[src/rtl/host_cmd_master_pkg.sv]
// rtl/host_cmd_master_pkg.sv - shared opcodes, command encodings, FSM states and frame sizes
//
// Purpose: common definitions for host_cmd_master and its frame builder.
// Ports: none (package).

package host_cmd_master_pkg;

  // Leading opcode byte of each frame
  localparam logic [7:0] CMD_RF_WR   = 8'hAA;
  localparam logic [7:0] CMD_RF_RD   = 8'hBB;
  localparam logic [7:0] CMD_ALU_OP  = 8'hCC;
  localparam logic [7:0] CMD_ALU_NOP = 8'hDD;

  // CMD_TYPE encodings
  localparam logic [1:0] TYPE_RF_WR   = 2'd0;
  localparam logic [1:0] TYPE_RF_RD   = 2'd1;
  localparam logic [1:0] TYPE_ALU_OP  = 2'd2;
  localparam logic [1:0] TYPE_ALU_NOP = 2'd3;

  typedef enum logic [2:0] {
    ST_IDLE    = 3'd0,
    ST_SEND    = 3'd1,
    ST_WAIT_HI = 3'd2,
    ST_WAIT_LO = 3'd3,
    ST_RECV    = 3'd4,
    ST_DONE    = 3'd5
  } state_e;

  // Bytes sent per frame
  localparam logic [2:0] FRAME_LEN_RF_WR   = 3'd3;
  localparam logic [2:0] FRAME_LEN_RF_RD   = 3'd2;
  localparam logic [2:0] FRAME_LEN_ALU_OP  = 3'd4;
  localparam logic [2:0] FRAME_LEN_ALU_NOP = 3'd2;

  // Response bytes expected back
  localparam logic [1:0] RSP_LEN_RF_WR   = 2'd0;
  localparam logic [1:0] RSP_LEN_RF_RD   = 2'd1;
  localparam logic [1:0] RSP_LEN_ALU_OP  = 2'd2;
  localparam logic [1:0] RSP_LEN_ALU_NOP = 2'd2;

endpackage

[src/rtl/host_cmd_frame_builder.sv]
// rtl/host_cmd_frame_builder.sv - combinational frame byte / length lookup
//
// Purpose: maps the latched command fields and the current byte index to the
// byte to transmit, plus the frame length and expected response byte count.
// Ports:
//   cmd_type_i  command type (TYPE_* encodings)
//   addr_i      register address, zero-extended into the frame
//   data_a_i    write data / operand A
//   data_b_i    operand B
//   fun_i       ALU function, placed in the low nibble
//   idx_i       index of the frame byte being requested
//   byte_o      frame byte at idx_i
//   frame_len_o number of bytes in the frame
//   rsp_len_o   number of response bytes to collect

module host_cmd_frame_builder
  import host_cmd_master_pkg::*;
#(
  parameter int DW = 8,
  parameter int AW = 4
) (
  input  logic [1:0]    cmd_type_i,
  input  logic [AW-1:0] addr_i,
  input  logic [DW-1:0] data_a_i,
  input  logic [DW-1:0] data_b_i,
  input  logic [3:0]    fun_i,
  input  logic [1:0]    idx_i,
  output logic [DW-1:0] byte_o,
  output logic [2:0]    frame_len_o,
  output logic [1:0]    rsp_len_o
);

  logic [DW-1:0] addr_ext;
  logic [DW-1:0] fun_ext;

  assign addr_ext = DW'(addr_i);
  assign fun_ext  = DW'(fun_i);

  always_comb begin
    byte_o      = '0;
    frame_len_o = FRAME_LEN_RF_WR;
    rsp_len_o   = RSP_LEN_RF_WR;
    case (cmd_type_i)
      TYPE_RF_WR: begin
        frame_len_o = FRAME_LEN_RF_WR;
        rsp_len_o   = RSP_LEN_RF_WR;
        case (idx_i)
          2'd0:    byte_o = DW'(CMD_RF_WR);
          2'd1:    byte_o = addr_ext;
          2'd2:    byte_o = data_a_i;
          default: byte_o = '0;
        endcase
      end
      TYPE_RF_RD: begin
        frame_len_o = FRAME_LEN_RF_RD;
        rsp_len_o   = RSP_LEN_RF_RD;
        case (idx_i)
          2'd0:    byte_o = DW'(CMD_RF_RD);
          2'd1:    byte_o = addr_ext;
          default: byte_o = '0;
        endcase
      end
      TYPE_ALU_OP: begin
        frame_len_o = FRAME_LEN_ALU_OP;
        rsp_len_o   = RSP_LEN_ALU_OP;
        case (idx_i)
          2'd0:    byte_o = DW'(CMD_ALU_OP);
          2'd1:    byte_o = data_a_i;
          2'd2:    byte_o = data_b_i;
          default: byte_o = fun_ext;
        endcase
      end
      default: begin
        frame_len_o = FRAME_LEN_ALU_NOP;
        rsp_len_o   = RSP_LEN_ALU_NOP;
        case (idx_i)
          2'd0:    byte_o = DW'(CMD_ALU_NOP);
          2'd1:    byte_o = fun_ext;
          default: byte_o = '0;
        endcase
      end
    endcase
  end

endmodule

[src/rtl/host_cmd_master.sv]
// rtl/host_cmd_master.sv - UART command-protocol initiator with response assembly
//
// Purpose: accepts one command per CMD_VLD/CMD_RDY handshake, sends its frame
// byte by byte through a UART transmitter (TX_BUSY paced), collects the
// response bytes from a UART receiver and reports one result word.
// Ports:
//   CLK, RST                    clock, asynchronous active-high reset
//   CMD_VLD/CMD_RDY             command handshake
//   CMD_TYPE/ADDR/DATA_A/B/FUN  command fields, latched on accept
//   TX_DATA/TX_VLD/TX_BUSY      transmitter byte interface
//   RX_DATA/RX_VLD              receiver byte interface
//   RSP_DATA/RSP_VLD/RSP_ERR    result word, strobe, timeout flag

module host_cmd_master
  import host_cmd_master_pkg::*;
#(
  parameter int data_Width  = 8,
  parameter int Addr_width  = 4,
  parameter int TIMEOUT_CYC = 4096
) (
  input  logic                    CLK,
  input  logic                    RST,
  input  logic                    CMD_VLD,
  output logic                    CMD_RDY,
  input  logic [1:0]              CMD_TYPE,
  input  logic [Addr_width-1:0]   CMD_ADDR,
  input  logic [data_Width-1:0]   CMD_DATA_A,
  input  logic [data_Width-1:0]   CMD_DATA_B,
  input  logic [3:0]              CMD_FUN,
  output logic [data_Width-1:0]   TX_DATA,
  output logic                    TX_VLD,
  input  logic                    TX_BUSY,
  input  logic [data_Width-1:0]   RX_DATA,
  input  logic                    RX_VLD,
  output logic [2*data_Width-1:0] RSP_DATA,
  output logic                    RSP_VLD,
  output logic                    RSP_ERR
);

  localparam int DW = data_Width;
  localparam int CW = $clog2(TIMEOUT_CYC);
  localparam logic [CW-1:0] TO_LAST = CW'(TIMEOUT_CYC - 1);

  state_e              state_q, state_d;
  logic [1:0]          type_q, type_d;
  logic [Addr_width-1:0] addr_q, addr_d;
  logic [DW-1:0]       a_q, a_d;
  logic [DW-1:0]       b_q, b_d;
  logic [3:0]          fun_q, fun_d;
  logic [2:0]          idx_q, idx_d;
  logic [1:0]          rx_cnt_q, rx_cnt_d;
  logic [2*DW-1:0]     rx_buf_q, rx_buf_d;
  logic [CW-1:0]       cnt_q, cnt_d;
  logic                err_q, err_d;
  logic                tx_vld_q, tx_vld_d;
  logic [DW-1:0]       tx_data_q, tx_data_d;
  logic [2*DW-1:0]     rsp_data_q, rsp_data_d;

  logic [DW-1:0]       frame_byte;
  logic [2:0]          frame_len;
  logic [1:0]          rsp_len;
  logic [2*DW-1:0]     rx_buf_nxt;
  logic [2:0]          idx_inc;
  logic                timeout;

  host_cmd_frame_builder #(
    .DW (DW),
    .AW (Addr_width)
  ) u_frame (
    .cmd_type_i  (type_q),
    .addr_i      (addr_q),
    .data_a_i    (a_q),
    .data_b_i    (b_q),
    .fun_i       (fun_q),
    .idx_i       (idx_q[1:0]),
    .byte_o      (frame_byte),
    .frame_len_o (frame_len),
    .rsp_len_o   (rsp_len)
  );

  assign CMD_RDY  = (state_q == ST_IDLE);
  assign TX_VLD   = tx_vld_q;
  assign TX_DATA  = tx_data_q;
  assign RSP_DATA = rsp_data_q;
  assign RSP_VLD  = (state_q == ST_DONE);
  assign RSP_ERR  = (state_q == ST_DONE) && err_q;

  assign timeout = (cnt_q == TO_LAST);
  assign idx_inc = idx_q + 3'd1;
  // Response bytes arrive LSB first
  assign rx_buf_nxt = (rx_cnt_q == 2'd0) ? {rx_buf_q[2*DW-1:DW], RX_DATA}
                                         : {RX_DATA, rx_buf_q[DW-1:0]};

  always_comb begin
    state_d    = state_q;
    type_d     = type_q;
    addr_d     = addr_q;
    a_d        = a_q;
    b_d        = b_q;
    fun_d      = fun_q;
    idx_d      = idx_q;
    rx_cnt_d   = rx_cnt_q;
    rx_buf_d   = rx_buf_q;
    err_d      = err_q;
    tx_vld_d   = 1'b0;
    tx_data_d  = tx_data_q;
    rsp_data_d = rsp_data_q;

    case (state_q)
      ST_IDLE: begin
        if (CMD_VLD) begin
          type_d   = CMD_TYPE;
          addr_d   = CMD_ADDR;
          a_d      = CMD_DATA_A;
          b_d      = CMD_DATA_B;
          fun_d    = CMD_FUN;
          idx_d    = 3'd0;
          rx_cnt_d = 2'd0;
          rx_buf_d = '0;
          err_d    = 1'b0;
          state_d  = ST_SEND;
        end
      end
      ST_SEND: begin
        if (!TX_BUSY) begin
          tx_vld_d  = 1'b1;
          tx_data_d = frame_byte;
          state_d   = ST_WAIT_HI;
        end else if (timeout) begin
          state_d = ST_DONE;
        end
      end
      ST_WAIT_HI: begin
        if (TX_BUSY) begin
          state_d = ST_WAIT_LO;
        end else if (timeout) begin
          state_d = ST_DONE;
        end
      end
      ST_WAIT_LO: begin
        if (!TX_BUSY) begin
          idx_d = idx_inc;
          if (idx_inc < frame_len) begin
            state_d = ST_SEND;
          end else if (rsp_len != 2'd0) begin
            state_d = ST_RECV;
          end else begin
            // Write commands report the cleared buffer, i.e. zero
            rsp_data_d = rx_buf_q;
            state_d    = ST_DONE;
          end
        end else if (timeout) begin
          state_d = ST_DONE;
        end
      end
      ST_RECV: begin
        if (RX_VLD) begin
          rx_buf_d = rx_buf_nxt;
          rx_cnt_d = rx_cnt_q + 2'd1;
          if ((rx_cnt_q + 2'd1) == rsp_len) begin
            rsp_data_d = rx_buf_nxt;
            state_d    = ST_DONE;
          end
        end else if (timeout) begin
          state_d = ST_DONE;
        end
      end
      ST_DONE: begin
        state_d = ST_IDLE;
      end
      default: begin
        state_d = ST_IDLE;
      end
    endcase

    // A wait state entering DONE without its completing event is an abort
    if (state_d == ST_DONE && state_q != ST_DONE && timeout &&
        !(state_q == ST_RECV && RX_VLD) &&
        !(state_q == ST_WAIT_LO && !TX_BUSY)) begin
      err_d      = 1'b1;
      rsp_data_d = '0;
    end
  end

  // Progress watchdog: restarts on any state change or received byte,
  // saturates at its terminal value so it can never wrap back to zero.
  always_comb begin
    cnt_d = cnt_q;
    if (state_d != state_q || RX_VLD) begin
      cnt_d = '0;
    end else if ((state_q == ST_SEND || state_q == ST_WAIT_HI ||
                  state_q == ST_WAIT_LO || state_q == ST_RECV) &&
                 cnt_q != TO_LAST) begin
      cnt_d = cnt_q + CW'(1);
    end
  end

  always_ff @(posedge CLK or posedge RST) begin
    if (RST) begin
      state_q    <= ST_IDLE;
      type_q     <= '0;
      addr_q     <= '0;
      a_q        <= '0;
      b_q        <= '0;
      fun_q      <= '0;
      idx_q      <= '0;
      rx_cnt_q   <= '0;
      rx_buf_q   <= '0;
      cnt_q      <= '0;
      err_q      <= 1'b0;
      tx_vld_q   <= 1'b0;
      tx_data_q  <= '0;
      rsp_data_q <= '0;
    end else begin
      state_q    <= state_d;
      type_q     <= type_d;
      addr_q     <= addr_d;
      a_q        <= a_d;
      b_q        <= b_d;
      fun_q      <= fun_d;
      idx_q      <= idx_d;
      rx_cnt_q   <= rx_cnt_d;
      rx_buf_q   <= rx_buf_d;
      cnt_q      <= cnt_d;
      err_q      <= err_d;
      tx_vld_q   <= tx_vld_d;
      tx_data_q  <= tx_data_d;
      rsp_data_q <= rsp_data_d;
    end
  end

endmodule

[config.mk]
export PLATFORM = sky130hd
export DESIGN_NAME = host_cmd_master
export DESIGN_NICKNAME = d
export VERILOG_FILES = /design/src/rtl/host_cmd_master_pkg.sv /design/src/rtl/host_cmd_frame_builder.sv /design/src/rtl/host_cmd_master.sv
export SDC_FILE = /design/constraint.sdc
export NUM_CORES = 1
export LEC_CHECK = 0
export ABC_AREA = 1
export CORE_MARGIN = 1
export CORE_UTILIZATION = 43
export DETAILED_ROUTE_END_ITERATION = 8
export GPL_ROUTABILITY_DRIVEN = 0
export GPL_TIMING_DRIVEN = 0
export PLACE_DENSITY_LB_ADDON = 0.12
export SYNTH_ARGS = -nofsm -noshare
export SYNTH_HDL_FRONTEND = slang
export SYNTH_SLANG_ARGS = --single-unit
[constraint.sdc]
create_clock -name CLK -period 2.6 [get_ports CLK]
set_input_delay 0.39 -clock CLK [delete_from_list [all_inputs] [get_ports CLK]]
set_output_delay 0.39 -clock CLK [all_outputs]
set_load 0.01 [all_outputs]
# After elaboration in Yosys (flattened, before gate mapping)
# Index checks and enable logic that the tools add are counted.
[totals]
ff_bits = 88
latchBits = 0
ramBits = 0
romBits = 0
output_inout_bits = 28
elab_cells = 115
n_memories = 0
[classes]
add_sub_neg = 3
multipliers = 0
div = 0
order_cmp = 1
n_eq_ne = 23
n_shift = 0
mux = 41
bitwise_logic = 1
n_reduce_logical = 32
[ops]
columns = ["cell", "n"]
rows = [
  ["16-bit 2-to-1 mux", 9],
  ["8-bit one-hot mux with 3 select lines", 3],
  ["16-bit one-hot mux with 2 select lines", 2],
  ["8-bit one-hot mux with 2 select lines", 2],
  ["3-bit 2-to-1 mux", 10],
  ["12-bit 2-to-1 mux", 2],
  ["3-bit by 2-bit inequality test with 1-bit output (second input constant)", 5],
  ["3-bit one-hot mux with 5 select lines", 1],
  ["12-bit by 1-bit adder with 12-bit output (second input constant)", 1],
  ["12-bit == test (second input constant)", 1],
  ["12-bit inequality test (second input constant)", 1],
  ["3-bit one-hot mux with 2 select lines", 2],
  ["2-bit nonzero test", 6],
  ["3-bit == test (second input constant)", 3],
  ["1-bit logical AND", 8],
  ["2-bit one-hot mux with 2 select lines", 2],
  ["3-bit by 2-bit == test with 1-bit output (second input constant)", 2],
  ["2-bit zero test", 3],
  ["1-bit 2-to-1 mux", 6],
  ["2-bit inequality test (second input constant)", 3],
  ["2-bit AND reduction", 3],
  ["3-bit AND reduction", 2],
  ["6-bit AND reduction", 1],
  ["2-bit by 1-bit == test with 1-bit output (second input constant)", 2],
  ["14 further kinds", 21],
]

# Logic depth before layout (Yosys ltp)
# Gate-level depths: netlist of run 1.
[depth]
word_depth = 14
mapped_depth = 18
mapped_depth_nobuf = 16

# By module
# From an unflattened synthesis of run 1, not the netlist that was laid out.
[hier_totals]
hier_cells = 678
hier_area_um2 = 4890.9
[by_module_without_submodules]
columns = ["mod", "n_inst", "cells_per_inst", "area_each_um2", "seq_area_each_um2"]
rows = [
  ["host_cmd_master", 1, 562, 4354.2, 2202.1],
  ["host_cmd_frame_builder", 1, 116, 536.8, 0.0],
]

# Worst setup path before layout of run 1
# No wires, ideal clock.
[synth_path]
path_kind = "reg-to-reg"
startpoint = "register idx_q[0]"
endpoint = "register cnt_q[11]"
arrival_time_ns = 2.207
required_time_ns = 2.479
path_slack_ns = 0.273
stages_incl_launch_ff = 18
n_path_buf = 2
synth_period_minus_slack_ns = 2.327
cell_sequence = "dfrtp_1 > ha_1 > clkbuf_1 > xnor2_1 > inv_1 > ha_1 > nand2_1 > inv_1 > nand2_1 > nand2_1 > nand2_1 > nand2_2 > nand2_2 > o21ai_0 > nand2_1 > nand2_2 > buf_6 > nor2_2"
[synth_between]
elab_chain_cells = 8
word_cells_on_any_way = 9
[synth_lines]
columns = ["element", "line_no", "source"]
rows = [
  ["start: declaration", "host_cmd_master.sv:50", "logic [2:0] idx_q, idx_d;"],
  ["start signal: assignment", "host_cmd_master.sv:221", "idx_q <= idx_d;"],
  ["3-bit by 1-bit adder with 3-bit output (*)", "host_cmd_master.sv:89", "assign idx_inc = idx_q + 3'd1;"],
  ["3-bit < comparator (*)", "host_cmd_master.sv:143", "if (idx_inc < frame_len) begin"],
  ["3-bit 2-to-1 mux (*)", "host_cmd_master.sv:143", ""],
  ["3-bit 2-to-1 mux (*)", "host_cmd_master.sv:141", "if (!TX_BUSY) begin"],
  ["3-bit one-hot mux with 5 select lines (*)", "host_cmd_master.sv:109", "case (state_q)"],
  ["3-bit inequality test (*)", "host_cmd_master.sv:189", "if (state_d != state_q || RX_VLD) begin"],
  ["1-bit logical OR (*)", "host_cmd_master.sv:189", ""],
  ["12-bit 2-to-1 mux / 2-bit nonzero test (equally long branches)", "--", ""],
  ["end signal: assignment", "host_cmd_master.sv:224", "cnt_q <= cnt_d;"],
  ["end: declaration", "host_cmd_master.sv:53", "logic [CW-1:0] cnt_q, cnt_d;"],
]
# Mark *: on every way between the ends. The rest lies on a longest branch, timed or not.
# A chain may end at the register's enable or synchronous reset.

# Worst setup path after layout of run 1
# Same ends and word-level chain as after synthesis.

==> results of run 1 <==
report_power, final:
group / internal [W] / switching (W)
sequential: 0.00183 / 0.000312
combinational: 0.00115 / 0.00177
clock: 0.000378 / 0.000571
worst paths after layout:
path | startpoint | to | slack (ps)
min in group CLK | rx_buf_q[8]$_DFFE_PP0P_ | rx_buf_q[8]$_DFFE_PP0P_ | 500
min reg2reg | rx_buf_q[8]$_DFFE_PP0P_ | rx_buf_q[8]$_DFFE_PP0P_ | 500
max in group asynchronous | RST | type_q[1]$_DFFE_PP0P_ | 1360
max reg2reg | idx_q[0]$_DFFE_PP0P_ | cnt_q[11]$_DFFE_PP0P_ | 260
min | RST | cnt_q[11]$_DFFE_PP0P_ | 450
max | idx_q[0]$_DFFE_PP0P_ | cnt_q[11]$_DFFE_PP0P_ | 260
cell usage after synthesis (all sizes together) (7+ instances only):
master / n / area share, %
nand3: 26 / 3.2
a21oi: 13 / 1.4
nor2: 42 / 4.4
o21ai: 61 / 6.5
nand2: 201 / 16
o21a: 7 / 1.1
inv: 85 / 6.7
buf: 14 / 1.8
o211ai: 23 / 3.6
ha: 8 / 2.1
clkbuf: 10 / 0.81
xor2: 7 / 1.3
a21boi: 8 / 1.3
dfrtp: 88 / 46
flip-flops by register name, summed over array words and instances (netlist names):
| name | cells |
|---|---|
| TX_VLD | 1 |
| rx_buf_q | 16 |
| rx_cnt_q | 2 |
| err_q | 1 |
| type_q | 2 |
| fun_q | 4 |
| TX_DATA | 8 |
| addr_q | 4 |
| idx_q | 3 |
| b_q | 8 |
| state_q | 3 |
| cnt_q | 12 |
| RSP_DATA | 16 |
| a_q | 8 |
per-layer routing:
layer	wire (um)	vias up
met5	0	-
met4	189	0
met3	586	15
met2	5180	112
met1	5480	1945
li1	-	2131
critical path, delay by kind of cell, from the launching register on:
family | cells | cell delay (ps)
AOI/OAI and AO/OA | 1 | 150
xor gates and xnor gates | 1 | 190
adders and majority gates | 2 | 520
buffers and inverters | 3 | 290
DFF | 1 | 450
and+or+nand+nor | 9 | 630
cell families (layout without fill, tap and decap cells):
| family | Yosys count | after routing |
|---|---|---|
| AOI/OAI and AO/OA | 125 | 125 |
| buffers and inverters | 110 | 194 |
| xor gates and xnor gates | 11 | 11 |
| DFF | 88 | 88 |
| and+or+nand+nor | 276 | 276 |
| adders and majority gates | 8 | 8 |
layout make-up:
type	count	area [um2]	area share (%)
Buffer	23	138	2.33
Clock buffer	9	124	2.10
Clock inverter	7	67.6	1.14
Inverter	86	329	5.57
Multi-Input combinational cell	420	2160	36.5
Sequential cell	88	2200	37.3
Tap cell	140	175	2.97
Timing Repair Buffer	69	708	12.0
through the flow:
| step | setup TNS (ps) | power [W] | setup slack [ps] |
|---|---|---|---|
| after floorplan | 0 | 0.00398 | 273 |
| after global placement | -2450 | 0.00494 | -122 |
| final | 0 | 0.00600 | 263 |
| after detailed placement | -3000 | 0.00501 | -142 |
| after global routing | 0 | 0.00655 | 23.3 |
| after CTS | 0 | 0.00598 | 86.0 |
timing repair:
item	CTS	global route
hold endpoints to repair	0	0
buffers inserted	0	1
gates resized for setup	1	15
pin swaps	0	0
hold buffers	0	0
endpoints found under the setup margin	27	27
gates cloned	0	0
==> run_results.csv, run 1 <==
group,metric,value,unit
status,status,"complete, no violations",
grt,groute.usage.overall,21.9,%
timing,final_max_slew_viol_count,0,
worst_setup_path,worstSetupPathType,"register to register",
timing,hold_slack,445,ps
placement,portBuffers,66,
floorplan,die_h,108,um
grt,global_route.peak_usage_layer,"met2",
synth,synth_edf_count,0,
synth,ys_ff_latch,88,
clock_network,cts_made_buffers,9,
min_path,hp-class,"input port to asynchronous set/reset pin",
timing,min_period,2340,ps
synth,synth_top_family_by_area,"simple AND/OR/NAND/NOR gates",
timing,fmax,428,MHz
worst_setup_path,worstPathArrival,2600,ps
placement,hpwl,8630,um
route,ant_nets,0,
route,dr.pass1.iters,5,
synth,synthFlopType,"dfrtp_1",
clock_network,h-tree-depth,3,
final_layout,drive_gt1_share,10.5,%
timing,setup_violations,0,
synth,synth-xor-area-share,2.01,%
clock_network,clock_insertion_delay_worst_skew,380,ps
final_layout,layout_common_cells,"nand2_1, dfrtp_1, inv_1",
route,drc_errors,0,
worst_setup_path,cp_slowest_cell,"dfrtp_2",
synth,synth-seq-area-share,46.0,%
synth,syn_inst,618,
floorplan,start_util,44.2,%
worst_setup_path,path_cells,"ha_4 > xnor2_1 > inv_1 > ha_1 > nand2_1 > inv_1 > nand2_1 > nand2_1 > nand2_1 > nand2_2 > nand2_2 > o21ai_0 > nand2_1 > nand2_2 > buf_6 > nor2_2",
grt,grt_pass1_wl,19700,um
timing,worst_pin_slew,654,ps
synth,synthDistinctLibCells,38,
power,powerDensity,1020,nW/um2
floorplan,core,10800,um2
final_layout,final_util,54.5,%
grt,grt_max_degree,32,
final_layout,fin_cells,842,
timing,post-route-period-util,89.9,%
clock_network,cts_tree,"done",
grt,met3_usage,4.78,%
route,routed_wl,11400,um
floorplan,rows,38,
worst_setup_path,crit_top_cell,"nand2_1",
timing,hold_viol,0,
power,p_leak,2.85,nW
flow_run,cap_violations,0,
clock_network,cts_sinks,88,
clock_network,cts.clk_slew.worst_paths,90,ps
route,drt-wirelength-per-cell,13.6,um
synth,synthMuxAreaShare,0,%
floorplan,io_pins,67,
synth,ys_warn_count,0,
synth,postSynth.asyncResetShare,100,%
worst_setup_path,max_stage_delay,450,ps
worst_setup_path,reg2reg_depth,16,
synth,yosys.area_share.simple,24.9,%
synth,synthAdderAreaFrac,2.09,%
final_layout,fillers,991,
worst_setup_path,start_kind,"register",
synth,netlist_area,4790,um2
power,irDropWorstVdd,0.000529,V
final_layout,final_common_cell,"nand2_1",
timing,finClkSkew,13.7,ps
route,vias,4203,
worst_setup_path,worstPathRequired,2860,ps
grt,antenna_found_initial,0,
final_layout,fin_nets,744,
clock_network,clock_path_buffers,2,
synth,synth.avg_cell_area,7.75,um2
route,detail_route.vias_per_cell,4.99,
route,drt-initial-drc-count,268,
final_layout,area_growth,23.2,%
clock_network,cts_root_buf,"clkbuf_8",
worst_setup_path,cp_max_fo,11,
floorplan,die_x,108,um
grt,gr-usage-met2,34.0,%
synth,synth-compound-area-share,15.6,%
grt,met1_usage,30.5,%
timing,timing.slew.headroom,56.3,%
grt,grt_pass1_vias,4108,
timing,rsz0062_at_grt,"no",
final_layout,stdcell_area,5900,um2
placement,placed_cell_area,5670,um2
placement,dp_cells,826,
final_layout,n_antenna_cell,0,
grt,overflow,0,
floorplan,die_area,11600,um2
synth,synthesis.nets,665,
worst_setup_path,end_kind,"register",
Power figures use the tool's default switching activity.
==> inputs of run 2 (changes only) <==
--- a/config.mk
+++ b/config.mk
@@ -6,6 +6,7 @@
 export NUM_CORES = 1
 export LEC_CHECK = 0
 export ABC_AREA = 1
+export CORE_ASPECT_RATIO = 1.5
 export CORE_MARGIN = 1
 export CORE_UTILIZATION = 43
 export DETAILED_ROUTE_END_ITERATION = 8
==> constraint.sdc (replaced) <==
create_clock -name CLK -period 2.05 [get_ports CLK]
set_input_delay 0.3075 -clock CLK [delete_from_list [all_inputs] [get_ports CLK]]
set_output_delay 0.3075 -clock CLK [all_outputs]
set_load 0.01 [all_outputs]
==> run 2 against run 1 <==
The run now ends with setup timing left. Fmax up 6.8%. Cell count up 3.0%. Largest cell class is now multi-input gates. Sequential cell count unchanged. Highest routed layer unchanged. Register-to-register slack worse by 400 ps. Final area up 11%. Via count increased by 7.0%. Count of clock-buffer cells in the layout up 1. Sequential power is 28% higher. Combinational power up 63%. Critical path depth increased by 1. Hold slack got worse by 36 ps.
==> run_results.csv, run 2 (synthesis results as in run 1) <==
group,metric,value,unit
clock_network,cts_made_buffers,9,
worst_setup_path,worstSetupPathType,"register to register",
route,detail_route.vias_per_cell,5.19,
worst_setup_path,reg2reg_depth,17,
route,top_layer,"met4",
power,powerDensity,1380,nW/um2
route,drt-wirelength-per-cell,15.2,um
power,irDropWorstVdd,0.000711,V
grt,grt_pass1_vias,4526,
floorplan,die_h,131,um
route,dr.pass1.iters,5,
route,drt-initial-drc-count,196,
clock_network,cts_root_buf,"clkbuf_16",
route,ant_nets,0,
clock_network,clock_insertion_delay_worst_skew,350,ps
clock_network,h-tree-depth,3,
timing,rsz0062_at_grt,"yes",
timing,min_period,2190,ps
timing,timing.slew.headroom,53.2,%
worst_setup_path,worstPathRequired,2330,ps
grt,overflow,0,
timing,fmax,457,MHz
status,violations,"setup timing",
route,vias,4496,
clock_network,cts.clk_slew.worst_paths,60,ps
grt,grt_max_degree,32,
final_layout,fillers,990,
grt,grt_pass1_wl,21300,um
floorplan,die_area,11600,um2
final_layout,area_growth,36.8,%
timing,final_max_slew_viol_count,0,
timing,finClkSkew,7.95,ps
route,met3_length,490,um
timing,hold_viol,0,
clock_network,clock_path_buffers,2,
timing,setup_violations,28,
worst_setup_path,critical_path.startpoint,"idx_q[0]$_DFFE_PP0P_",
worst_setup_path,end_kind,"register",
route,wl_met1,4830,um
final_layout,n_antenna_cell,0,
timing,setup_tns,-2660,ps
final_layout,layout_common_cells,"nand2_1, dfrtp_1, inv_1, clkdlybuf4s50_1, o21ai_0",
placement,hpwl,9180,um
clock_network,cts_tree,"done",
worst_setup_path,worstPathArrival,2470,ps
grt,antenna_found_initial,0,
floorplan,core,10700,um2
floorplan,io_pins,67,
route,dr_wl_met2,7330,um
timing,worst_pin_slew,700,ps
floorplan,rows,46,
route,routed_wl,13200,um
final_layout,final_common_cell,"nand2_1",
clock_network,hold_buffers,0,
min_path,hp-class,"input port to asynchronous set/reset pin",
placement,portBuffers,66,
flow_run,cap_violations,0,
final_layout,drive_gt1_share,22.5,%
clock_network,cts_sinks,88,
timing,setup_slack,-139,ps
worst_setup_path,reg2reg_from,"idx_q[0]$_DFFE_PP0P_",
placement,detailedPlace.worstSlack,-432,ps
power,p_leak,3.09,nW
route,drc_errors,0,
grt,groute.usage.overall,23.8,%
timing,post-route-period-util,107,%
final_layout,fin_nets,765,
floorplan,start_util,44.8,%
floorplan,die_x,88.2,um
worst_setup_path,cp_max_fo,5,
status,status,"complete, but fails checks",
worst_setup_path,start_kind,"register",
==> run 2: cell types whose count changed in the layout (fill, tap and decap cells not counted), moves of 11 or more <==
cell and delta:
nand2_1 -28, nand2_2 +17, inv_1 -16, inv_2 +14, buf_4 +11
==> run 2: path summary, 6_finish.rpt <==
kind | slack, ps | end
max in group asynchronous | 1060 | type_q[1]$_DFFE_PP0P_
max | -140 | cnt_q[8]$_DFFE_PP0P_
max reg2reg | -140 | cnt_q[8]$_DFFE_PP0P_
min in group CLK | 480 | b_q[7]$_DFFE_PP0P_
min reg2reg | 480 | b_q[7]$_DFFE_PP0P_
min | 410 | a_q[5]$_DFFE_PP0P_
==> run 2: final cells by class <==
| type | instances | area [um2] | area share [%] |
|---|---|---|---|
| Multi-Input combinational cell | 420 | 2420 | 36.9 |
| Sequential cell | 88 | 2210 | 33.7 |
| Clock buffer | 10 | 239 | 3.65 |
| Clock inverter | 6 | 50.0 | 0.764 |
| Inverter | 86 | 334 | 5.10 |
| Buffer | 22 | 160 | 2.44 |
| Timing Repair Buffer | 91 | 965 | 14.7 |
| Tap cell | 144 | 180 | 2.75 |
==> run 2: per-layer routing <==
layer | track usage [%] | vias up
met5 | 0 | -
met4 | 11.5 | 0
met3 | 3.27 | 37
met2 | 43.4 | 144
met1 | 26.1 | 2141
li1 | - | 2174
==> run 2: power by group <==
part | switching (W) | internal (W)
registers | 0.000414 | 0.00232
clock network | 0.000729 | 0.000869
logic | 0.00273 | 0.00201
total | 0.00387 | 0.00520
==> run 2: per-stage QoR <==
stage / std cells / area [um2] / total power (W) / utilization, % / hold WS [ps]
after floorplan: 618 / 4840 / 0.00513 / - / 417
after global placement: 828 / 5690 / 0.00638 / 53.1 / 465
after detailed placement: 830 / 5730 / 0.00648 / 53.5 / 467
after CTS: 861 / 6340 / 0.00862 / 59.2 / 443
after global routing: 867 / 6560 / 0.00969 / 61.2 / 479
final: 867 / 6560 / 0.00907 / 61.2 / 409
==> run 2: what timing repair did <==
item	in CTS	in global routing
setup buffers	12	6
gates resized for setup	59	55
endpoints found under the setup margin	32	56
pin swaps	6	8
gates cloned	4	1
==> run 2: worst max-delay path, stage by stage (launching register included) <==
cell and delay [ps]:
dfrtp_2 440, ha_4 200, xnor2_4 140, inv_2 70
ha_4 270, nand2_1 40, inv_1 40, nand2_1 50
nand2_2 90, nand2_2 60, nand2_2 50, nand2_2 70
nor2_4 120, nand2_2 60, nand2_2 90, nand2_4 80
clkbuf_16 160, nor2_2 70
